===== src/rtl/seq_pkg.sv =====
// seq_pkg: shared definitions for step_sequencer.
// Contents:
//   state_t        sequencer states (IDLE / RUN / FAULT)
//   STEP_IDLE      step code driven when nothing is running
//   MAX_STEPS      upper bound on NUM_STEPS, fixes the helper's mask width
//   next_unmasked  lowest step code above 'cur' whose mask bit is clear
package seq_pkg;

  typedef enum logic [1:0] {
    ST_IDLE  = 2'd0,
    ST_RUN   = 2'd1,
    ST_FAULT = 2'd2
  } state_t;

  localparam int STEP_IDLE = 0;
  localparam int MAX_STEPS = 15;

  // Returns 0 when no unmasked step remains above 'cur'. Scanning downward
  // lets the last hit be the lowest candidate.
  function automatic logic [3:0] next_unmasked(
    input logic [MAX_STEPS-1:0] mask,
    input logic [3:0]           cur,
    input int                   num_steps
  );
    logic [3:0] res;
    res = 4'd0;
    for (int i = MAX_STEPS; i >= 1; i--) begin
      if ((i > int'(cur)) && (i <= num_steps) && !mask[i-1]) begin
        res = 4'(i);
      end
    end
    return res;
  endfunction

endpackage


===== src/rtl/step_timer.sv =====
// step_timer: per-step wait counter for step_sequencer.
// Ports:
//   clock    rising-edge clock
//   reset    synchronous active-high reset (count -> 0)
//   clear    restart counting from 0 (priority over enable)
//   enable   advance the count by one per cycle
//   expired  high while count == TIMEOUT_CYCLES-1
// The count saturates at TIMEOUT_CYCLES-1 and never wraps.
module step_timer #(
  parameter int TIMEOUT_CYCLES = 1024,
  localparam int TW = $clog2(TIMEOUT_CYCLES)
) (
  input  logic clock,
  input  logic reset,
  input  logic clear,
  input  logic enable,
  output logic expired
);

  localparam logic [TW-1:0] LAST = TW'(TIMEOUT_CYCLES - 1);

  logic [TW-1:0] count_r;

  // Saturating wait counter.
  always_ff @(posedge clock) begin
    if (reset) begin
      count_r <= {TW{1'b0}};
    end else if (clear) begin
      count_r <= {TW{1'b0}};
    end else if (enable && (count_r != LAST)) begin
      count_r <= count_r + TW'(1);
    end else begin
      count_r <= count_r;
    end
  end

  assign expired = (count_r == LAST);

endmodule


===== src/rtl/step_sequencer.sv =====
// step_sequencer: issues ordered step codes 1..NUM_STEPS, advances on the
// matching step_done bit, faults on a per-step timeout, supports abort.
// Ports:
//   clock, reset  rising-edge clock, synchronous active-high reset
//   start         begin a sequence (accepted in IDLE or FAULT only)
//   abort         cancel the running sequence
//   step_done     bit i marks step (i+1) complete
//   skip_mask     (STEP_SKIP_EN only) steps to skip, latched on start
//   step          current step code, 0 when not running
//   step_start    one-cycle pulse when a new step is issued
//   busy          high while a step is active
//   done          one-cycle pulse after the last step completes
//   error         sticky timeout flag, cleared by the next start
//   error_step    step code that timed out, 0 if none
// Optional feature macro: STEP_SKIP_EN.
module step_sequencer
  import seq_pkg::*;
#(
  parameter int NUM_STEPS      = 4,
  parameter int STEP_W         = 4,
  parameter int TIMEOUT_CYCLES = 1024
) (
  input  logic                 clock,
  input  logic                 reset,
  input  logic                 start,
  input  logic                 abort,
  input  logic [NUM_STEPS-1:0] step_done,
`ifdef STEP_SKIP_EN
  input  logic [NUM_STEPS-1:0] skip_mask,
`endif
  output logic [STEP_W-1:0]    step,
  output logic                 step_start,
  output logic                 busy,
  output logic                 done,
  output logic                 error,
  output logic [STEP_W-1:0]    error_step
);

  localparam logic [STEP_W-1:0] STEP_NONE = STEP_W'(STEP_IDLE);

  state_t              state_r, state_nxt_s;
  logic [STEP_W-1:0]   step_r, step_nxt_s;
  logic                step_start_r, step_start_nxt_s;
  logic                busy_r, busy_nxt_s;
  logic                done_r, done_nxt_s;
  logic                error_r, error_nxt_s;
  logic [STEP_W-1:0]   error_step_r, error_step_nxt_s;

  logic                sel_done_s;
  logic                expired_s;
  logic                timer_clear_s;
  logic                timer_enable_s;
  logic [NUM_STEPS-1:0] start_mask_s;
  logic [NUM_STEPS-1:0] run_mask_s;
  logic [STEP_W-1:0]   first_step_s;
  logic [STEP_W-1:0]   next_step_s;

`ifdef STEP_SKIP_EN
  logic [NUM_STEPS-1:0] mask_r;

  assign start_mask_s = skip_mask;
  assign run_mask_s   = mask_r;

  // Skip mask captured when a start is accepted; held for the whole run.
  always_ff @(posedge clock) begin
    if (reset) begin
      mask_r <= {NUM_STEPS{1'b0}};
    end else if (start && (state_r != ST_RUN)) begin
      mask_r <= skip_mask;
    end else begin
      mask_r <= mask_r;
    end
  end
`else
  assign start_mask_s = {NUM_STEPS{1'b0}};
  assign run_mask_s   = {NUM_STEPS{1'b0}};
`endif

  // A zero result means "nothing left to issue".
  assign first_step_s = STEP_W'(next_unmasked(MAX_STEPS'(start_mask_s), 4'd0, NUM_STEPS));
  assign next_step_s  = STEP_W'(next_unmasked(MAX_STEPS'(run_mask_s), 4'(step_r), NUM_STEPS));

  // Select the done bit belonging to the current step; others are ignored.
  always_comb begin
    sel_done_s = 1'b0;
    for (int i = 0; i < NUM_STEPS; i++) begin
      if (step_r == STEP_W'(i + 1)) begin
        sel_done_s = step_done[i];
      end else begin
        sel_done_s = sel_done_s;
      end
    end
  end

  // Timer restarts outside RUN and whenever the current step ends.
  assign timer_enable_s = (state_r == ST_RUN);
  assign timer_clear_s  = (state_r != ST_RUN) || abort || sel_done_s;

  step_timer #(
    .TIMEOUT_CYCLES(TIMEOUT_CYCLES)
  ) u_timer (
    .clock  (clock),
    .reset  (reset),
    .clear  (timer_clear_s),
    .enable (timer_enable_s),
    .expired(expired_s)
  );

  // State register.
  always_ff @(posedge clock) begin
    if (reset) begin
      state_r <= ST_IDLE;
    end else begin
      state_r <= state_nxt_s;
    end
  end

  // Next-state decode; in RUN abort beats done, done beats timeout.
  always_comb begin
    state_nxt_s = state_r;
    case (state_r)
      ST_IDLE, ST_FAULT: begin
        if (start) begin
          state_nxt_s = (first_step_s != STEP_NONE) ? ST_RUN : ST_IDLE;
        end else begin
          state_nxt_s = state_r;
        end
      end
      ST_RUN: begin
        if (abort) begin
          state_nxt_s = ST_IDLE;
        end else if (sel_done_s) begin
          state_nxt_s = (next_step_s != STEP_NONE) ? ST_RUN : ST_IDLE;
        end else if (expired_s) begin
          state_nxt_s = ST_FAULT;
        end else begin
          state_nxt_s = ST_RUN;
        end
      end
      default: state_nxt_s = ST_IDLE;
    endcase
  end

  // Next values of the registered outputs.
  always_comb begin
    step_nxt_s       = step_r;
    step_start_nxt_s = 1'b0;
    busy_nxt_s       = busy_r;
    done_nxt_s       = 1'b0;
    error_nxt_s      = error_r;
    error_step_nxt_s = error_step_r;
    case (state_r)
      ST_IDLE, ST_FAULT: begin
        if (start) begin
          error_nxt_s      = 1'b0;
          error_step_nxt_s = STEP_NONE;
          if (first_step_s != STEP_NONE) begin
            step_nxt_s       = first_step_s;
            step_start_nxt_s = 1'b1;
            busy_nxt_s       = 1'b1;
          end else begin
            // Every step masked: the sequence completes without issuing.
            step_nxt_s = STEP_NONE;
            busy_nxt_s = 1'b0;
            done_nxt_s = 1'b1;
          end
        end else begin
          step_nxt_s = step_r;
        end
      end
      ST_RUN: begin
        if (abort) begin
          step_nxt_s = STEP_NONE;
          busy_nxt_s = 1'b0;
        end else if (sel_done_s) begin
          if (next_step_s != STEP_NONE) begin
            step_nxt_s       = next_step_s;
            step_start_nxt_s = 1'b1;
          end else begin
            step_nxt_s = STEP_NONE;
            busy_nxt_s = 1'b0;
            done_nxt_s = 1'b1;
          end
        end else if (expired_s) begin
          error_nxt_s      = 1'b1;
          error_step_nxt_s = step_r;
          step_nxt_s       = STEP_NONE;
          busy_nxt_s       = 1'b0;
        end else begin
          step_nxt_s = step_r;
        end
      end
      default: begin
        step_nxt_s       = STEP_NONE;
        busy_nxt_s       = 1'b0;
        error_nxt_s      = 1'b0;
        error_step_nxt_s = STEP_NONE;
      end
    endcase
  end

  // Output registers.
  always_ff @(posedge clock) begin
    if (reset) begin
      step_r       <= STEP_NONE;
      step_start_r <= 1'b0;
      busy_r       <= 1'b0;
      done_r       <= 1'b0;
      error_r      <= 1'b0;
      error_step_r <= STEP_NONE;
    end else begin
      step_r       <= step_nxt_s;
      step_start_r <= step_start_nxt_s;
      busy_r       <= busy_nxt_s;
      done_r       <= done_nxt_s;
      error_r      <= error_nxt_s;
      error_step_r <= error_step_nxt_s;
    end
  end

  assign step       = step_r;
  assign step_start = step_start_r;
  assign busy       = busy_r;
  assign done       = done_r;
  assign error      = error_r;
  assign error_step = error_step_r;

endmodule


===== config.mk =====
export PLATFORM = sky130hd
export DESIGN_NAME = step_sequencer
export DESIGN_NICKNAME = d
export VERILOG_FILES = /design/src/rtl/seq_pkg.sv /design/src/rtl/step_timer.sv /design/src/rtl/step_sequencer.sv
export SDC_FILE = /design/constraint.sdc
export NUM_CORES = 1
export LEC_CHECK = 0
export ABC_AREA = 1
export CELL_PAD_IN_SITES_DETAIL_PLACEMENT = 1
export CELL_PAD_IN_SITES_GLOBAL_PLACEMENT = 2
export CORE_MARGIN = 1
export CORE_UTILIZATION = 30
export DETAILED_ROUTE_END_ITERATION = 6
export PLACE_DENSITY_LB_ADDON = 0.1
export SETUP_SLACK_MARGIN = 0.1
export SLEW_MARGIN = 15
export SYNTH_ARGS = -nofsm -noshare
export SYNTH_HDL_FRONTEND = slang
export SYNTH_SLANG_ARGS = --single-unit

===== constraint.sdc =====
create_clock -name clock -period 2 [get_ports clock]
set_clock_uncertainty 0.05 [all_clocks]
set_input_delay 0.2 -clock clock [delete_from_list [all_inputs] [get_ports clock]]
set_output_delay 0.2 -clock clock [all_outputs]
set_load 0.03 [all_outputs]

==> flow_summary.json, run 1 <==
{
  "finalCritPeriodShare_pct": 84.90,
  "yosysMostFrequentCell": "nand2_1",
  "whs_ps": 421.3,
  "dp_hpwl_mm": 2.293,
  "cts.path.max_buffers": 2,
  "reg2reg_setup_slack_ps": 310,
  "clock_latency_ps": 260,
  "p_per_area_nw_per_um2": 606.4,
  "slowest_delay_ps": 720,
  "cp-end-kind": "primary output",
  "gp_congestion": 0.7130,
  "final_layout_size_suffix_gt1_share_pct": 22.04,
  "grt_use_total_pct": 14.15,
  "grt_antenna_before_repair": 0,
  "ys_seq_area_share_pct": 34.01,
  "hold_viol": 0,
  "rr_worst_depth": 9,
  "vias_per_cell": 4.644,
  "grt-ovfl-total": 0,
  "synthMuxAreaShare_pct": 0,
  "synthXorXnorAreaFrac_pct": 3.382,
  "cts_num_sinks": 22,
  "run_status": "finished, final reports clean",
  "worstSetupPathDepth": 1,
  "setup_violations": 0,
  "cp-start-kind": "flip-flop",
  "nets": 196,
  "synth_top_family_by_area": "simple AND/OR/NAND/NOR gates",
  "synth_fa_ha_area_share_pct": 0.9662,
  "coreArea_um2": 4086,
  "synth.ff_latch_count": 22,
  "synth_top_cells_by_count": "nand2_1 (41), dfxtp_1 (22), inv_1 (15), nor2_1 (13), a21oi_1 (11)",
  "postRouteAntennaNets": 0,
  "arrival_ps": 1450,
  "vdd_drop_max_mv": 0.2171,
  "grt_max_degree": 13,
  "slowest_stage": "clkdlybuf4s50_1",
  "async_reset_ff_share_pct": 0,
  "cp.required_ps": 1750,
  "synth_edf_count": 0,
  "route.detailed.drc": 0,
  "wl_mm": 2.927,
  "yosysTopAreaCell": "dfxtp_1",
  "synthFlopType": "dfxtp_1",
  "place_ws_ps": 290.9,
  "die_h_um": 67.70,
  "slew_viol_final": 0,
  "fin_ws_ps": 302.1,
  "die_w_um": 67.70,
  "portBuffers": 17,
  "syn_inst": 167,
  "avgRoutedWirePerCell_um": 12.40,
  "first_pass_iters": 4,
  "rsz0062_at_grt": "no",
  "yosys.area.top_type_share_pct": 34.01,
  "synth_cell_type_count": 31,
  "yosys_warnings": 0,
  "synthSimpleGateAreaFrac_pct": 43.19,
  "max_freq_ghz": 0.5890,
  "rows": 23,
  "pin_count": 20,
  "syn_avg_cell_area_um2": 7.754,
  "cp_top_family": "buffers and inverters",
  "hold_class": "reg -> reg",
  "hold_buffers": 0,
  "timing.rr.start": "u_timer.count_r[1]$_SDFFE_PP0N_",
  "cap_violations": 0,
  "clkSlewWorstSetupHoldPaths_ps": 80,
  "grt_pass1_wl_mm": 4.816,
  "drt_iter0_drc": 34,
  "leakage_nw": 0.5757,
  "critical_path_buf_inv_count": 1,
  "synth_compound_area_share_pct": 9.952,
  "fin_crit_ps": 1698,
  "die_area_um2": 4583,
  "crit_chain": "clkdlybuf4s50_1",
  "placed_area_um2": 1509,
  "syn_area_um2": 1295,
  "rr_endpoint": "u_timer.count_r[6]$_SDFFE_PP0N_",
  "num-fill-cells": 513,
  "htreeDepth": 1,
  "cts_tree": "built",
  "numCtsBuffers": 3,
  "crit_type": "reg -> out",
  "via_count": 1096,
  "tns_ps": 0,
  "cp_max_fo": 8,
  "crit_end": "step[2]",
  "cts_root_buf": "clkbuf_8",
  "num_antenna_cells": 0,
  "start_util_pct": 31.69,
  "critPathLaunch": "step[2]$_SDFFE_PP0P_",
  "synthTopCellsByArea": "dfxtp_1 (34%), nand2_1 (12%), nand4_4 (4.9%), inv_1 (4.3%), a21oi_1 (4.3%)",
  "fin_area_um2": 1567,
  "fin_util_pct": 38.33,
  "syn_to_final_growth_pct": 20.97,
  "grt_pass1_vias": 1021
}
metrics by stage:
stage          total power, mW  instances
5_1_grt                  1.002        236
6_report                0.9499        236
3_3_place_gp            0.6342        232
2_1_floorplan           0.5889        168
4_1_cts                 0.9692        236
3_5_place_dp            0.6371        232
cell usage in the layout, fill, tap and decap left out, types with 3 or more instances in the layout:
cell             Yosys  routed
nand2_1             41      41
dfxtp_1             22      20
clkdlybuf4s50_1      0      17
inv_1               15      15
nor2_1              13      13
a21oi_1             11      11
nand3_1             10      10
nor2_2               6       6
nand2_2              6       6
nand2_4              4       4
a21oi_2              4       4
xor2_1               4       4
clkbuf_8             0       4
inv_2                3       3
nand4_4              3       3
o21ai_0              3       3
power breakdown:
part	leakage, nW	switching [mW]	total, mW	internal (mW)
Combinational	0.368	0.107	0.167	0.0598
Sequential	0.179	0.0107	0.459	0.448
Clock	0.0288	0.149	0.325	0.176
state kept, by name (all words and copies together), names as in the netlist:
name / cells
step: 3
busy: 1
u_timer.count_r: 10
error_step: 3
error: 1
done: 1
step_start: 1
state_r: 2
area by class of cell:
type	instances	area (um2)	share of cell area, %
multi-input combinational	123	752.0	48.00
clock buffer	4	55.05	3.514
tap	50	62.56	3.994
inverter	19	76.32	4.872
sequential	22	442.9	28.27
timing repair buffer	18	177.7	11.34
worst min path at each step:
stage	to	from	slack (ps)	depth (start not counted)
after floorplan	done$_SDFF_PP0_	abort	310	3
after detailed placement	error_step[0]$_SDFFE_PP0P_	error_step[0]$_SDFFE_PP0P_	410	2
final	error_step[0]$_SDFFE_PP0P_	error_step[0]$_SDFFE_PP0P_	420	2
after global placement	error_step[0]$_SDFFE_PP0P_	error_step[0]$_SDFFE_PP0P_	400	2
after CTS	error_step[0]$_SDFFE_PP0P_	error_step[0]$_SDFFE_PP0P_	430	2
after global routing	error_step[0]$_SDFFE_PP0P_	error_step[0]$_SDFFE_PP0P_	460	2
cell families (layout without fill, tap and decap cells):
logic type,Yosys count,count (layout)
buffers and inverters,23,41
AO/OA/AOI/OAI,21,21
other,1,2
flip-flops,22,22
adder cells (fa/ha/maj),1,1
AND/OR/NAND/NOR,94,94
XOR/XNOR,5,5
repair_timing:
action	CTS	global route
endpoints found under the setup margin	1	2
gates resized for setup	1	1
setup buffers	0	0
endpoints found under the hold margin	0	0
pin swaps	0	0
layer usage:
metal | track usage [%] | part of all wire, % | vias up
met5 | 0 | 0 | -
met4 | 4.787 | 0.85 | 0
met3 | 2.534 | 2.5 | 4
met2 | 20.42 | 42 | 18
met1 | 20.64 | 54 | 509
li1 | - | - | 565
(Power assumes the default switching activity.)
==> inputs of run 2 (changes only) <==
==> constraint.sdc (replaced) <==
create_clock -name clock -period 1.75 [get_ports clock]
set_clock_uncertainty 0.05 [all_clocks]
set_input_delay 0.175 -clock clock [delete_from_list [all_inputs] [get_ports clock]]
set_output_delay 0.175 -clock clock [all_outputs]
set_load 0.03 [all_outputs]
==> flow_summary.json, run 2 (synthesis results as in run 1) <==
{
  "seqPwrFrac_pct": 47.8,
  "postRouteAntennaNets": 0,
  "clkSlewWorstSetupHoldPaths_ps": 80,
  "p_clk_share_pct": 33.7,
  "coreArea_um2": 4086,
  "clock_latency_ps": 260,
  "cts_num_sinks": 22,
  "num_antenna_cells": 0,
  "final_common_cell": "nand2_1",
  "cts_root_buf": "clkbuf_8",
  "grt_max_degree": 13,
  "avgRoutedWirePerCell_um": 13.35,
  "vdd_drop_max_mv": 0.3193,
  "die_h_um": 67.70,
  "hold_buffers": 0,
  "internal-power_uw": 787.9,
  "finalCritPeriodShare_pct": 88.67,
  "start_util_pct": 31.69,
  "numCtsBuffers": 3,
  "fin_crit_ps": 1552,
  "pin_count": 20,
  "first_pass_iters": 4,
  "setup_violations": 0,
  "crit_end": "error_step[2]$_SDFFE_PP0P_",
  "grt_pass1_vias": 1115,
  "reg2reg_setup_slack_ps": 200,
  "fin_ws_ps": 198.3,
  "p_per_area_nw_per_um2": 652.6,
  "die_area_um2": 4583,
  "num-fill-cells": 514,
  "cp.required_ps": 1860,
  "arrival_ps": 1660,
  "route.detailed.drc": 0,
  "top_register": "u_timer.count_r",
  "tns_ps": 0,
  "regArea_um2": 446.7,
  "slew_viol_final": 0,
  "cp-start-kind": "flip-flop",
  "grt_antenna_before_repair": 0,
  "via_count": 1143,
  "leakage_nw": 0.6812,
  "rr_worst_depth": 10,
  "final_layout_size_suffix_gt1_share_pct": 27.55,
  "die_w_um": 67.70,
  "portBuffers": 17,
  "hold_class": "reg -> reg",
  "grt_pass1_wl_mm": 5.264,
  "cts_tree": "built",
  "p_switching_uw": 306.3,
  "wl_mm": 3.283,
  "largest_reg_flops": 10,
  "final_cell_mix": "nand2_1 (41), dfxtp_1 (19), inv_1 (15), clkdlybuf4s50_1 (14), nor2_1 (13)",
  "vias_per_cell": 4.646,
  "grt-ovfl-total": 0,
  "rr_endpoint": "error_step[2]$_SDFFE_PP0P_",
  "dp_hpwl_mm": 2.485,
  "place_ws_ps": 101.2,
  "gp_congestion": 0.7627,
  "run_status": "finished, final reports clean",
  "syn_to_final_growth_pct": 29.47,
  "nets": 206,
  "crit_type": "reg -> reg",
  "rsz0062_at_grt": "no",
  "cp-end-kind": "flip-flop",
  "cp_max_fo": 6,
  "hold_viol": 0,
  "htreeDepth": 1,
  "multiInputGateArea_um2": 779.5,
  "grt_use_total_pct": 15.44,
  "cap_violations": 0,
  "pwr-share-comb_pct": 18.5,
  "p_sw_share_pct": 27.99,
  "critPathLaunch": "u_timer.count_r[0]$_SDFFE_PP0N_",
  "max_freq_ghz": 0.6445,
  "rows": 23,
  "cts.path.max_buffers": 2,
  "timing.rr.start": "u_timer.count_r[0]$_SDFFE_PP0N_",
  "drt_iter0_drc": 47
}
==> run 2: worst min path at each step <==
stage                                     startpoint                         end  slack, ps  cells past startpoint
after floorplan                                abort             done$_SDFF_PP0_        280                      3
after global placement    error_step[1]$_SDFFE_PP0P_  error_step[1]$_SDFFE_PP0P_        400                      2
after detailed placement  error_step[0]$_SDFFE_PP0P_  error_step[0]$_SDFFE_PP0P_        410                      2
after CTS                 error_step[0]$_SDFFE_PP0P_  error_step[0]$_SDFFE_PP0P_        420                      2
after global routing              error$_SDFFE_PP0P_          error$_SDFFE_PP0P_        450                      2
final                     error_step[0]$_SDFFE_PP0P_  error_step[0]$_SDFFE_PP0P_        410                      2
==> run 2: power by group through the flow <==
stage	Combinational (mW)	Sequential, mW	Clock [mW]
3_5_place_dp	0.198	0.537	0
3_3_place_gp	0.195	0.536	0
4_1_cts	0.198	0.525	0.386
5_1_grt	0.223	0.526	0.416
2_1_floorplan	0.122	0.551	0
6_report	0.202	0.523	0.369
==> run 2: layout make-up <==
type                            count  share of cell area, %
Clock buffer                        4                  3.284
Inverter                           19                  4.552
Multi-Input combinational cell    123                  46.49
Sequential cell                    22                  26.64
Tap cell                           50                  3.731
Timing Repair Buffer               28                  15.30
==> run 2: timing repair <==
item / in CTS / in global routing
setup buffers: 0 / 6
gates resized for setup: 3 / 9
pin swaps: 0 / 5
setup endpoints to repair: 3 / 11
==> run 2: routing by layer <==
| layer | vias to the layer above | routed length, um | GRT usage (%) |
|---|---|---|---|
| met2 | 16 | 1521 | 24.38 |
| met1 | 538 | 1673 | 21.73 |
| met4 | 0 | 10 | 3.191 |
| li1 | 587 | - | - |
| met3 | 2 | 78 | 2.534 |
| met5 | - | 0 | 0 |
==> run 2: critical path, stage by stage (launching register included) <==
cell	delay, ps
dfxtp_4	380
ha_4	140
nand3_2	90
nor2_4	150
nand2_4	70
nand2_4	100
nand2_2	70
nor2_4	140
nand2_2	100
nand3_1	100
o21ai_2	50
==> run 2: metrics by stage <==
step	hold slack (ps)	std cells	total power [mW]	utilization (%)	area, um2
6_report	413.1	246	1.094	41.03	1677
5_1_grt	451.3	246	1.165	41.03	1677
4_1_cts	422.7	240	1.108	39.04	1595
3_5_place_dp	410.2	236	0.7350	37.66	1539
3_3_place_gp	400.6	236	0.7309	37.66	1539
2_1_floorplan	282.6	168	0.6731	-	1299
